--- src/rtl/oled_arb_pkg.sv ---
// Shared types for the OLED update arbiter: FSM states and grant encodings.
package oled_arb_pkg;

    typedef enum logic [1:0] {
        IDLE,
        LOAD,
        WAIT_FIN,
        HOLD
    } state_t;

    typedef enum logic [1:0] {
        GRANT_NONE = 2'b00,
        GRANT_A    = 2'b01,
        GRANT_B    = 2'b10
    } grant_t;

endpackage

--- src/rtl/stable_capture.sv ---
// Source A front end: synchronizes an asynchronous word, waits for it to settle,
// and flags a pending update when the settled word differs from the one last shown.
module stable_capture #(
    parameter int unsigned DATA_W        = 32,
    parameter int unsigned STABLE_CYCLES = 16   // must be at least 2
) (
    input  logic              clk_i,
    input  logic              rst_ni,
    input  logic [DATA_W-1:0] data_i,
    input  logic              take_i,
    output logic [DATA_W-1:0] cand_o,
    output logic              pending_o
);

    localparam int unsigned      CNT_W    = $clog2(STABLE_CYCLES + 1);
    localparam logic [CNT_W-1:0] CNT_MAX  = CNT_W'(STABLE_CYCLES);
    localparam logic [CNT_W-1:0] CNT_LAST = CNT_W'(STABLE_CYCLES - 1);

    logic [DATA_W-1:0] sync1_q, sync2_q;
    logic [DATA_W-1:0] ref_q, ref_d;
    logic [CNT_W-1:0]  cnt_q, cnt_d;
    logic [DATA_W-1:0] cand_q, cand_d;
    logic [DATA_W-1:0] last_q, last_d;
    logic              pending_q, pending_d;
    logic              same;

    // Only the second synchronizer stage feeds any logic; the first may be metastable.
    always_comb begin
        same      = (sync2_q == ref_q);
        ref_d     = ref_q;
        cnt_d     = cnt_q;
        cand_d    = cand_q;
        if (!same) begin
            ref_d = sync2_q;
            cnt_d = CNT_W'(1);
        end else if (cnt_q != CNT_MAX) begin
            cnt_d = cnt_q + 1'b1;
        end
        if (same && (cnt_q == CNT_LAST)) begin
            cand_d = ref_q;
        end
        last_d    = take_i ? cand_q : last_q;
        pending_d = !take_i && (cand_q != last_q);
    end

    always_ff @(posedge clk_i) begin
        if (!rst_ni) begin
            sync1_q   <= '0;
            sync2_q   <= '0;
            ref_q     <= '0;
            cnt_q     <= '0;
            cand_q    <= '0;
            last_q    <= '0;
            pending_q <= 1'b0;
        end else begin
            sync1_q   <= data_i;
            sync2_q   <= sync1_q;
            ref_q     <= ref_d;
            cnt_q     <= cnt_d;
            cand_q    <= cand_d;
            last_q    <= last_d;
            pending_q <= pending_d;
        end
    end

    assign cand_o    = cand_q;
    assign pending_o = pending_q;

endmodule

--- src/rtl/oled_update_arbiter.sv ---
// Shares one PmodOLED controller between the I2C slave word (A) and a valid/ready
// requester (B): round-robin grant in IDLE, one update at a time, hold and timeout.
module oled_update_arbiter
    import oled_arb_pkg::*;
#(
    parameter int unsigned DATA_W         = 32,
    parameter int unsigned STABLE_CYCLES  = 16,
    parameter int unsigned HOLD_CYCLES    = 1000,
    parameter int unsigned TIMEOUT_CYCLES = 2**20,
    parameter int unsigned COUNT_W        = 16
) (
    input  logic               CLK,
    input  logic               RST,
    input  logic [DATA_W-1:0]  a_data,
    input  logic               b_valid,
    input  logic [DATA_W-1:0]  b_data,
    output logic               b_ready,
    output logic               oled_en,
    output logic [DATA_W-1:0]  oled_data,
    input  logic               oled_fin,
    output logic [1:0]         grant,
    output logic               busy,
    output logic               timeout_err,
    output logic [COUNT_W-1:0] update_count
);

    localparam int unsigned HOLD_W = $clog2(HOLD_CYCLES + 1);
    localparam int unsigned TO_W   = $clog2(TIMEOUT_CYCLES + 1);

    state_t              state_q, state_d;
    grant_t              grant_q, grant_d;
    grant_t              last_grant_q, last_grant_d;
    logic [DATA_W-1:0]   data_q, data_d;
    logic                b_ready_q, b_ready_d;
    logic                err_q, err_d;
    logic [COUNT_W-1:0]  count_q, count_d;
    logic [HOLD_W-1:0]   hold_q, hold_d;
    logic [TO_W-1:0]     to_q, to_d;

    logic [DATA_W-1:0]   a_cand;
    logic                a_pending;
    logic                a_take;
    logic                a_req, b_req, win_a, win_b;
    logic                hold_done, to_done;

    stable_capture #(
        .DATA_W        (DATA_W),
        .STABLE_CYCLES (STABLE_CYCLES)
    ) u_capture (
        .clk_i     (CLK),
        .rst_ni    (RST),
        .data_i    (a_data),
        .take_i    (a_take),
        .cand_o    (a_cand),
        .pending_o (a_pending)
    );

    // On a tie the source that did not own the previous update wins.
    always_comb begin
        a_req     = (state_q == IDLE) && a_pending;
        b_req     = (state_q == IDLE) && b_valid;
        win_a     = a_req && (!b_req || (last_grant_q != GRANT_A));
        win_b     = b_req && (!a_req || (last_grant_q == GRANT_A));
        hold_done = (hold_q == HOLD_W'(HOLD_CYCLES - 1));
        to_done   = (to_q == TO_W'(TIMEOUT_CYCLES - 1));
    end

    always_ff @(posedge CLK) begin
        if (!RST) begin
            state_q <= IDLE;
        end else begin
            state_q <= state_d;
        end
    end

    always_comb begin
        state_d = state_q;
        case (state_q)
            IDLE:     if (win_a || win_b)       state_d = LOAD;
            LOAD:                               state_d = WAIT_FIN;
            WAIT_FIN: if (oled_fin || to_done)  state_d = HOLD;
            HOLD:     if (hold_done)            state_d = IDLE;
            default:                            state_d = IDLE;
        endcase
    end

    always_comb begin
        oled_en      = (state_q == WAIT_FIN);
        busy         = (state_q != IDLE);
        data_d       = data_q;
        grant_d      = grant_q;
        last_grant_d = last_grant_q;
        b_ready_d    = 1'b0;
        err_d        = err_q;
        count_d      = count_q;
        hold_d       = '0;
        to_d         = '0;
        a_take       = 1'b0;
        case (state_q)
            IDLE: begin
                if (win_a) begin
                    data_d       = a_cand;
                    grant_d      = GRANT_A;
                    last_grant_d = GRANT_A;
                    a_take       = 1'b1;
                end else if (win_b) begin
                    data_d       = b_data;
                    grant_d      = GRANT_B;
                    last_grant_d = GRANT_B;
                    b_ready_d    = 1'b1;
                end
            end
            WAIT_FIN: begin
                if (oled_fin) begin
                    count_d = count_q + 1'b1;
                end else if (to_done) begin
                    err_d = 1'b1;
                end else begin
                    to_d = to_q + 1'b1;
                end
            end
            HOLD: begin
                if (hold_done) begin
                    grant_d = GRANT_NONE;
                end else begin
                    hold_d = hold_q + 1'b1;
                end
            end
            default: ;
        endcase
    end

    always_ff @(posedge CLK) begin
        if (!RST) begin
            data_q       <= '0;
            grant_q      <= GRANT_NONE;
            last_grant_q <= GRANT_B;
            b_ready_q    <= 1'b0;
            err_q        <= 1'b0;
            count_q      <= '0;
            hold_q       <= '0;
            to_q         <= '0;
        end else begin
            data_q       <= data_d;
            grant_q      <= grant_d;
            last_grant_q <= last_grant_d;
            b_ready_q    <= b_ready_d;
            err_q        <= err_d;
            count_q      <= count_d;
            hold_q       <= hold_d;
            to_q         <= to_d;
        end
    end

    assign oled_data    = data_q;
    assign grant        = grant_q;
    assign b_ready      = b_ready_q;
    assign timeout_err  = err_q;
    assign update_count = count_q;

endmodule

--- config.mk ---
export PLATFORM = sky130hd
export DESIGN_NAME = oled_update_arbiter
export DESIGN_NICKNAME = d
export VERILOG_FILES = /design/src/rtl/oled_arb_pkg.sv /design/src/rtl/stable_capture.sv /design/src/rtl/oled_update_arbiter.sv
export SDC_FILE = /design/constraint.sdc
export NUM_CORES = 1
export LEC_CHECK = 0
export CAP_MARGIN = 20
export CORE_MARGIN = 4
export CORE_UTILIZATION = 45
export CTS_BUF_LIST = sky130_fd_sc_hd__clkbuf_8 sky130_fd_sc_hd__clkbuf_16
export CTS_CLUSTER_SIZE = 40
export DETAILED_ROUTE_END_ITERATION = 6
export PLACE_DENSITY = 0.75
export SLEW_MARGIN = 20
export SYNTH_ARGS = -nofsm -noshare
export SYNTH_HDL_FRONTEND = slang
export SYNTH_SLANG_ARGS = --single-unit
--- constraint.sdc ---
create_clock -name CLK -period 4.35 [get_ports CLK]
set_input_delay 0.435 -clock CLK [delete_from_list [all_inputs] [get_ports CLK]]
set_output_delay 0.435 -clock CLK [all_outputs]
set_load 0.02 [all_outputs]
# After elaboration in Yosys (flattened, before gate mapping)
# Index checks and enable logic that the tools add are counted.
[op_classes]
add_sub_neg = 4
eq_ne = 16
n_mux = 14
bitwise = 5
reduce_logical = 26
[op_table]
columns = ["operator", "n"]
rows = [
  ["two-way mux 32 bit", 2],
  ["equality test 32 bit", 1],
  ["inequality test 32 bit", 1],
  ["adder 21 x 1 -> 21 bit, second input constant", 1],
  ["equality test 21 x 20 -> 1 bit, second input constant", 1],
  ["adder 16 x 1 -> 16 bit, second input constant", 1],
  ["adder 10 x 1 -> 10 bit, second input constant", 1],
  ["equality test 10 bit, second input constant", 1],
  ["two-way mux 2 bit", 5],
  ["AND reduction 3 bit", 3],
  ["case mux 2 bit (4 select lines)", 1],
  ["logical AND 1 bit", 6],
  ["inequality test 2 x 1 -> 1 bit, second input constant", 3],
  ["AND reduction 2 bit", 3],
  ["nonzero test 2 bit", 3],
  ["OR reduction 3 bit", 2],
  ["adder 5 x 1 -> 5 bit, second input constant", 1],
  ["equality test 5 x 4 -> 1 bit, second input constant", 1],
  ["two-way mux 1 bit", 5],
  ["inequality test 5 bit, second input constant", 1],
  ["NOT 1 bit", 5],
  ["equality test 2 x 1 -> 1 bit, second input constant", 2],
  ["equality test 2 bit, second input constant", 2],
  ["logical OR 1 bit", 4],
  ["other kinds (6)", 9],
]
[word_totals]
ff_bits = 253
input_bits = 68
out_inout_bits = 54

# Logic depth before layout (Yosys ltp)
[depth]
ltp_word = 9
ltp_mapped = 8

# Cells and area by module
# A second synthesis with hierarchy kept.
[hier_totals]
hier_cells = 934
hier_area_um2 = 9605.5
[modules_own_cells]
columns = ["module", "instances", "cells_each", "area_each_um2", "seq_area_each_um2"]
rows = [
  ["stable_capture", 1, 557, 5913.2, 3323.2],
  ["oled_update_arbiter", 1, 377, 3692.3, 1741.7],
]

# Worst setup path after synthesis
# OpenSTA, ideal clock, no wires.
[synth_path]
path_type = "register -> register"
from = "reg state_q[0]"
to = "reg count_q[15] (netlist: update_count[15])"
setup_time_ps = 128
arrival_time_ps = 1698
t_required_ps = 4222
setup_slack_ps = 2524
path_stages_with_launch = 8
n_path_buf = 0
period_less_slack_ps = 1826
cell_sequence = "dfxtp_1 -> inv_1 -> ha_1 -> and3_1 -> nand3_1 -> nor4_1 -> xnor2_1 -> nor2_1"
[synth_via]
elab_chain_len = 2
[synth_lines]
columns = ["element", "line", "source"]
rows = [
  ["start: declaration", "oled_update_arbiter.sv:30", "state_t state_q, state_d;"],
  ["start signal: assignment", "oled_update_arbiter.sv:72", "state_q <= state_d;"],
  ["equality test 2 bit", "n/a", ""],
  ["named net oled_en", "oled_update_arbiter.sv:18", "output logic oled_en,"],
  ["AND reduction 2 bit (no line)", "n/a", ""],
  ["end signal: assignment", "oled_update_arbiter.sv:149", "count_q <= count_d;"],
  ["end: declaration", "oled_update_arbiter.sv:36", "logic [COUNT_W-1:0] count_q, count_d;"],
]
# The timed path passes the listed nets, and every way through them passes these cells.
# A chain may end at the register's enable or synchronous reset.

# Worst setup path in the final report
[layout_path]
from = "reg state_q[1]"
to = "out busy"
[layout_via]
elab_chain_len = 1
[layout_lines]
columns = ["element", "line", "source"]
rows = [
  ["nonzero test 2 bit", "oled_update_arbiter.sv:89", "busy = (state_q != IDLE);"],
  ["end: declaration", "oled_update_arbiter.sv:22", "output logic busy,"],
]
# No other way between the ends.

==> run metrics <==
Slowest-stage cell, CP clkdlybuf4s50_1; launch point of the critical path state_q[1]$_SDFFE_PN0P_; prevailing post-synth register cell dfxtp_1; Clk Latency, worst-skew pair 0.52 ns; actual slew at the worst max-slew pin 0.9896 ns; hold_buf cts 0; Lkg Pwr 4.105 nW; PD cells around 450 nW/um^2; via count 6797; site row count 52; Worst setup EP type output pin; Reg-to-Reg Start u_capture.ref_q[17]$_SDFFE_PN0P_; gpl congestion about 0.76; max cap viols 0; # nets final 1182; Peak Freq roughly 0.4 GHz; Placement Cell Area approximately 11000 um^2; FF+latch count, synth 253; Final Hold Fails 0; Chip Width 152.7 um; DR vias/cell 4.911; Yosys Warn Count 0; per-cell routed wire length 14.01 um; run status finished clean; worst vdd ir around 0.32 mV; die area 23330 um^2; post-synth cell types 37; total routed wirelength between 15 and 20 mm; Setup violations, final 0; Post-Syn Nets 1079; total track usage 16.01%; Synth Area per Inst between 9 and 10 um^2; Die H 152.7 um; htree depth 1; Iter 0 DRT Violations 368; CP bufs+invs 3; global-route wire length before repair 32.04 mm; clock root buffer clkbuf_16; critical path data required time 3.91 ns; hold path startpoint RST; final hold slack approximately 0.36 ns; CP cell instances inv_1 > ha_1 > inv_1 > clkdlybuf4s50_1; CP Launch Type register; DRC Markers 0; share of the synthesized area in the top cell type 53.72%; unrepaired setup endpoints after global routing no; Async SR Flop Fraction 0%; Post-Syn Instances 1001; CTS Buffer Depth 3; Clock Skew 0.02356 ns; initial antenna violation count 0; TritonCTS Sinks 253; vias in the first global route 6397; dpl cells 1346; CTS tree done; Cell Count, Final, Fillers Out 1384; WS Path Type register to output pin; post-synth top area cell dfxtp_1; cts bufs inserted 26; post-layout minimum cycle time 2.518 ns; share of layout cells above drive strength 1 around 4.2%; post-route clock period utilization approximately 58%; CP max FO 7; Clock transition at path regs 0.06 ns; starting density of the core 46.15%; Layout area overhead 22.69%; CTS resizes 0; Slew Viols, Final 0; CP peak stage delay 0.67 ns; Overflow after GRT 0; Final ANT Viol Nets 0; design area 11570 um^2; family with the most delay on the worst path buffers and inverters; Seq/Total Area, Yosys about 54%; CP most frequent cell inv_1; dpl hpwl 13.40 mm; Final TNS setup 0 ns; CORE AREA between 20000 and 25000 um^2; Post-synth EDFFs 0; First-pass DRT Iterations 5; ANT cells 0; Post-CTS Setup Inserts 0; port bufs 121; Worst EP arrival 2.08 ns; # IOs 122; Area contributors post-synth dfxtp_1, xnor2_1, nand2_1; area of the mapped netlist 9428 um^2; total power 5.248 mW; Max-slew headroom roughly a third; HP Class input pin to register; largest net degree at the start of global routing 165
worst paths after layout:
path / depth (start not counted) / slack (ns) / endpoint
max reg2reg: 5 / 1.99 / u_capture.cand_o[0]$_SDFFE_PN0P_
min: 2 / 0.36 / last_grant_q[1]$_SDFFE_PN1P_
max: 4 / 1.83 / busy
min reg2reg: 1 / 0.42 / u_capture.sync2_q[9]$_SDFF_PN0_
registers in the layout, indices dropped and copies added (netlist names), 2 cells and up:
signal,cells
oled_data,32
u_capture.cand_o,32
u_capture.last_q,32
u_capture.ref_q,32
u_capture.sync1_q,32
u_capture.sync2_q,32
to_q,21
update_count,16
hold_q,10
u_capture.cnt_q,5
grant,2
last_grant_q,2
state_q,2
worst reg2reg max path: stages, from the launching register on:
cell,delay [ns]
dfxtp_1,0.32
xnor2_1,0.20
nand4_1,0.18
nor4_2,0.34
and4_2,0.94
mux2i_1,0.29
layout by cell type, fill, tap and decap left out, drive strengths merged, types with 18 or more instances in the layout:
master,n
and2,96
clkbuf,28
xnor2,83
xor2,20
nand2,182
a31oi,33
nor2,54
nand4,26
dfxtp,253
mux2i,34
nand3,18
o21ai,42
a21oi,42
clkdlybuf4s50,120
area by class of cell:
cell class / count / area (um^2)
fillers: 1845 / 8862
clock inverters: 10 / 83.83
inverters: 12 / 45.04
clock buffers: 28 / 678.2
multi-input cells: 685 / 4079
flip-flops and latches: 253 / 5065
repair buffers: 126 / 1279
well taps: 270 / 337.8
where the power goes:
| group | switching (mW) | total [mW] | internal [mW] |
|---|---|---|---|
| logic | 0.375 | 0.714 | 0.339 |
| clock network | 0.841 | 2.00 | 1.16 |
| registers | 0.0733 | 2.53 | 2.46 |
synth_stat cells (all sizes together), types with 5 or more instances:
| cell type | instances |
|---|---|
| mux2i | 34 |
| or3 | 5 |
| nand2 | 182 |
| xor2 | 20 |
| and3 | 10 |
| and4 | 6 |
| inv | 12 |
| nor4 | 8 |
| xnor2 | 83 |
| and2 | 96 |
| clkbuf | 39 |
| nor3 | 5 |
| dfxtp | 253 |
| nand4 | 26 |
| nand3 | 18 |
| buf | 12 |
| a21oi | 42 |
| a31oi | 33 |
| ha | 10 |
| nor2 | 54 |
| o21ai | 42 |
layer usage:
metal	vias up	wire (um)	GRT usage (%)
met5	-	0	0
met4	0	273	3.988
met3	20	1063	2.499
met2	169	8335	24.36
met1	3089	9723	23.86
li1	3519	-	-
cell families after synthesis:
| logic type | synth area share [%] |
|---|---|
| fa+ha+maj | 1.327 |
| flops | 53.72 |
| compound gates | 7.299 |
| xor+xnor | 9.569 |
| simple gates | 21.31 |
| buf+inv | 3.159 |
| mux | 3.610 |
stage by stage:
step | util (%) | worst slack, ns
final | 56.62 | 1.832
after global routing | 56.62 | 1.742
after CTS | 56.62 | 1.806
after detailed placement | 52.89 | 1.890
after global placement | 52.76 | 1.942
after floorplan | - | 2.524
Power figures use the tool's default switching activity.
